==> config.mk <==
export PLATFORM = sky130hd
export DESIGN_NAME = mem_access_ctrl
export DESIGN_NICKNAME = d
export VERILOG_FILES = /design/src/rtl/mem_access_ctrl.sv
export SDC_FILE = /design/constraint.sdc
export NUM_CORES = 1
export LEC_CHECK = 0
export BUFFER_PORTS_ARGS = -buffer_cell sky130_fd_sc_hd__buf_2
export CAP_MARGIN = 20
export CELL_PAD_IN_SITES_DETAIL_PLACEMENT = 1
export CELL_PAD_IN_SITES_GLOBAL_PLACEMENT = 1
export CORE_ASPECT_RATIO = 1.1
export CORE_MARGIN = 2
export CORE_UTILIZATION = 30
export CTS_CLUSTER_SIZE = 20
export DETAILED_ROUTE_END_ITERATION = 16
export PLACE_DENSITY = 0.86
export SYNTH_ARGS = -nofsm -noshare
export SYNTH_HDL_FRONTEND = slang
export SYNTH_SLANG_ARGS = --single-unit
==> constraint.sdc <==
create_clock -name Clk -period 2.1 [get_ports Clk]
set_input_delay 0.525 -clock Clk [delete_from_list [all_inputs] [get_ports Clk]]
set_output_delay 0.525 -clock Clk [all_outputs]
set_load 0.02 [all_outputs]
==> src/rtl/mem_access_ctrl.sv <==
// Sequences CPU memory requests (MEM_EN/WE, MAR/MDR) into timed accesses on an on-chip synchronous RAM.
// Optional macro MMIO_HEX_EN maps MAR=0xFFFF to SW (read) and hex_out (write) instead of RAM.
//
// state  | meaning
// IDLE   | waiting for MEM_EN; latches WE/MAR/MDR and loads the wait counter
// ACCESS | RAM/MMIO cycle in progress, wait counter running down to zero
// DONE   | R pulses for this single cycle
// HOLD   | waiting for MEM_EN to drop before accepting another request
module mem_access_ctrl #(
  parameter int ADDR_W      = 10,
  parameter int WAIT_STATES = 2
) (
  input  logic              Clk,
  input  logic              Reset,
  input  logic              MEM_EN,
  input  logic              WE,
  input  logic [15:0]       MAR,
  input  logic [15:0]       MDR,
  output logic [15:0]       Data_to_CPU,
  output logic              R,
  output logic [ADDR_W-1:0] mem_addr,
  output logic [15:0]       mem_wdata,
  output logic              mem_ce,
  output logic              mem_we,
  input  logic [15:0]       mem_rdata,
  input  logic [15:0]       SW,
  output logic [15:0]       hex_out
);

  typedef enum logic [1:0] {IDLE, ACCESS, DONE, HOLD} state_t;

  localparam logic [3:0] CNT_LOAD = 4'(WAIT_STATES - 1);

  state_t      state;
  logic [3:0]  cnt;
  logic        acc_we;
  logic        acc_ram;
  logic        acc_mmio;
  logic        addr_mmio;
  logic        addr_ram;
  logic        capture;
  logic [15:0] sw_val;

`ifdef MMIO_HEX_EN
  assign addr_mmio = (MAR == 16'hFFFF);
  assign sw_val    = SW;

  always_ff @(posedge Clk) begin
    if (!Reset) begin
      hex_out <= 16'h0000;
    end else if (capture && acc_we && acc_mmio) begin
      hex_out <= mem_wdata;
    end
  end
`else
  logic unused_sw;

  assign addr_mmio = 1'b0;
  assign sw_val    = 16'h0000;
  assign hex_out   = 16'h0000;
  assign unused_sw = ^SW;
`endif

  // Anything with a MAR bit at or above ADDR_W never reaches the RAM.
  assign addr_ram = ((MAR >> ADDR_W) == 16'h0000) && !addr_mmio;
  assign capture  = (state == ACCESS) && (cnt == 4'd0);

  always_ff @(posedge Clk) begin
    if (!Reset) begin
      state       <= IDLE;
      cnt         <= 4'd0;
      acc_we      <= 1'b0;
      acc_ram     <= 1'b0;
      acc_mmio    <= 1'b0;
      Data_to_CPU <= 16'h0000;
      R           <= 1'b0;
      mem_addr    <= '0;
      mem_wdata   <= 16'h0000;
      mem_ce      <= 1'b0;
      mem_we      <= 1'b0;
    end else begin
      R      <= 1'b0;
      mem_we <= 1'b0;
      case (state)
        IDLE: begin
          if (MEM_EN) begin
            acc_we    <= WE;
            acc_ram   <= addr_ram;
            acc_mmio  <= addr_mmio;
            mem_addr  <= MAR[ADDR_W-1:0];
            mem_wdata <= MDR;
            cnt       <= CNT_LOAD;
            mem_ce    <= addr_ram;
            mem_we    <= WE && addr_ram;
            state     <= ACCESS;
          end
        end
        ACCESS: begin
          if (cnt == 4'd0) begin
            if (!acc_we) begin
              if (acc_ram)       Data_to_CPU <= mem_rdata;
              else if (acc_mmio) Data_to_CPU <= sw_val;
              else               Data_to_CPU <= 16'h0000;
            end
            mem_ce <= 1'b0;
            R      <= 1'b1;
            state  <= DONE;
          end else begin
            cnt <= cnt - 4'd1;
          end
        end
        DONE: state <= HOLD;
        HOLD: begin
          if (!MEM_EN) state <= IDLE;
        end
        default: state <= IDLE;
      endcase
    end
  end

endmodule
==> impl_results.md <==
- R2R depth: 5
- Critical path depth: 5
- Die width: approximately 87 um
- Max Clk Rate: approximately 580 MHz
- Initial Util: 0.308
- CP top delay family: simple AND/OR/NAND/NOR gates
- Pre-CTS setup slack: about 0.38 ns
- YS warnings: 0
- Final Cycle Share: 0.819
- Req. time, crit path: ~2.3 ns
- Synthesized area: ~2300 um2
- CP endpoint kind: flip-flop
- Cells after Synth: approximately 270
- Status: finished clean
- WHS Path Cells: 3
- RSZ-0062 raised after global routing: false
- Setup TNS: 0 ns
- Sink Count: 53
- RD Place Congestion: around 0.80
- Reg-to-Reg End: cnt[2]$_SDFFE_PN0P_
- CTS max path bufs: 2
- Largest net degree at the start of global routing: 29
- IO buf count: between 90 and 100
- Total congestion overflow: 0
- Final setup viols: 0
- Full die area: between 8000 and 9000 um2
- Clock root cell: clkbuf_8
- Initial antenna violation count: 1
- Hpwl dp: 4370 um
- Via count of the first global-routing pass: around 2100
- Fillers: between 800 and 900
- Yosys reg bits: 53
- Antenna-violating nets left: 0
- CTS tree: built
- IO Pins: ~130
- Yosys cell types: 32
- WP buf/inv: 1
- WS Path Type: flip-flop to flip-flop
- Core area: ~7400 um2
- Final worst slack: about 0.38 ns
- Max Fanout on Critical Path: 7
- Slew headroom: 0.601
- Synthesized area per cell: around 8.4 um2
- First-pass GRT wire length: approximately 9600 um
- Residual DRC count: 0
- Vias per cell: between 4 and 5
- CP Cell Sequence: inv_1, ha_1, mux2i_1, or4_1, a21oi_1
- Detailed Route WL: around 5900 um
- Clock Latency Late Sink: about 0.31 ns
- First-pass DRT Iterations: 4
- End of the critical path: cnt[2]$_SDFFE_PN0P_
- Total power: 2.93 mW
- Setup Skew: between 0.007 and 0.008 ns
- Post-CTS setup buffers: 0
- Layout cells sized above 1: 0.309
- Min-delay worst type: input pin to flip-flop
- DR vias: around 2200
- Startpoint Class: flip-flop
- Sequential-to-total area share from yosys stat: 0.467
- Largest stage delay, worst path: slightly above 0.5 ns
- Worst Setup SP: state[0]$_SDFFE_PN0P_
- Iter 0 DRT Violations: between 60 and 70
- Hold buffers post-CTS: 0
- GRT Overall Usage: 0.143
- CP arrival: roughly 2 ns
- R2R setup slack: 0.38 ns
- CP max-delay cell: or4_1
- Clk slew on worst S/H paths: around 0.1 ns
- Fin crit period: around 1.7 ns
- Final net count: 436
- Slew Viols, Final: 0
- Final Hold Vio Count: 0
- Worst-Margin Slew: ~0.60 ns
- TritonCTS Buffers: 5
- RR Startpoint: state[0]$_SDFFE_PN0P_
- Pwr Density: 1020 nW/um2
- VDD IR max: between 0.3 and 0.4 mV
- Die height: between 90 and 100 um
- Avg WL per Cell: 13.1 um
- Max-Cap Viols: 0
- P&R area growth vs syn: 27.0%
- # resized after CTS: 0
- H-tree lvl count: 2
- Leak: 1.31 nW
- Number of core rows: 33
## power by group
part           total (mW)  internal, mW  switching [mW]
Sequential           1.23          1.14          0.0875
Combinational        1.01         0.358           0.650
Clock               0.698         0.358           0.339
## cells by family (layout without fill, tap and decap cells)
family,after synthesis,count (layout),synth area share
buf+inv,41,117,0.0991
mux,3,3,0.0132
fa+ha+maj,6,6,0.0330
simple gates,96,96,0.218
other cells,1,17,0.00165
compound gates,72,72,0.168
flops,53,53,0.467
## metal layers
metal	vias to the layer above	routed length [um]	global-route usage
met1	1007	2520	0.169
li1	1077	-	-
met4	0	53	0.0378
met5	-	0	0
met3	5	438	0.0442
met2	80	2920	0.250
## state kept, by name, summed over array words and instances, names as in the netlist
| signal | cells |
|---|---|
| Data_to_CPU | 16 |
| R | 1 |
| acc_ram | 1 |
| acc_we | 1 |
| cnt | 4 |
| mem_addr | 10 |
| mem_ce | 1 |
| mem_wdata | 16 |
| mem_we | 1 |
| state | 2 |
## worst min path at each step
stage                                          from                        end  slack [ns]
after floorplan               state[1]$_SDFFE_PN0P_      state[1]$_SDFFE_PN0P_        0.47
after global placement     mem_addr[0]$_SDFFE_PN0P_   mem_addr[0]$_SDFFE_PN0P_        0.44
after detailed placement  mem_wdata[6]$_SDFFE_PN0P_  mem_wdata[6]$_SDFFE_PN0P_        0.45
after CTS                                    MAR[1]   mem_addr[1]$_SDFFE_PN0P_        0.43
after global routing                         MAR[1]   mem_addr[1]$_SDFFE_PN0P_        0.43
final                                        MAR[1]   mem_addr[1]$_SDFFE_PN0P_        0.44
## stage by stage
step	util	hold WS, ns	instances	cell area [um2]
final	0.391	0.443	451	2890
after global routing	0.390	0.432	450	2880
after CTS	0.390	0.433	450	2880
after detailed placement	0.375	0.447	442	2770
after global placement	0.375	0.439	442	2770
after floorplan	-	0.468	287	2330
## area by class of cell
class	count	area (um2)	area share
flip-flops and latches	53	1060	0.368
multi-input cells	193	1040	0.362
repair buffers	104	541	0.187
well taps	87	109	0.0377
clock buffers	6	72.6	0.0251
clock inverters	2	38.8	0.0134
inverters	5	18.8	0.00650
diodes	1	2.50	0.000867
## cell usage after synthesis
library cell / instances / area (um2)
o31a_1: 1 / 8.76
nor2b_1: 2 / 12.5
nor4_1: 1 / 6.26
conb_1: 1 / 3.75
or3b_1: 1 / 8.76
nor3_1: 1 / 5.00
dfxtp_1: 53 / 1060
nand2b_1: 1 / 6.26
inv_1: 5 / 18.8
nor2_1: 3 / 11.3
clkbuf_1: 11 / 41.3
o32ai_1: 1 / 8.76
and2_1: 1 / 6.26
buf_1: 2 / 7.51
a21oi_1: 47 / 235
and3_1: 1 / 6.26
nand4bb_1: 1 / 11.3
o21ai_0: 11 / 55.1
nand4_1: 1 / 6.26
nand2_1: 62 / 233
buf_2: 6 / 30.0
nand3_1: 1 / 5.00
ha_1: 6 / 75.1
a221oi_2: 1 / 15.0
o211ai_1: 1 / 7.51
buf_4: 17 / 128
or4_1: 1 / 7.51
nand4b_1: 18 / 158
and4bb_1: 1 / 12.5
o31ai_1: 1 / 7.51
mux2i_1: 3 / 30.0
o21ai_1: 9 / 45.0
## worst min-delay path, cell delays in order
cell	delay [ns]
buf_2	0.09
nand2_1	0.04
a21oi_1	0.05
## cells in the final DEF (no fill, tap or decap), types with 2 or more instances in the layout
cell type  netlist  layout
a21oi_1         47      47
o21ai_0         11      11
ha_1             6       6
dfxtp_1         53      53
conb_1           1      16
o21ai_1          9       9
clkbuf_8         0       5
nand4b_1        18      18
mux2i_1          3       3
nand2_1         62      62
buf_2            6      96
nor2b_1          2       2
inv_1            5       5
nor2_1           3       3
buf_4           17       8
(Power assumes the default switching activity.)
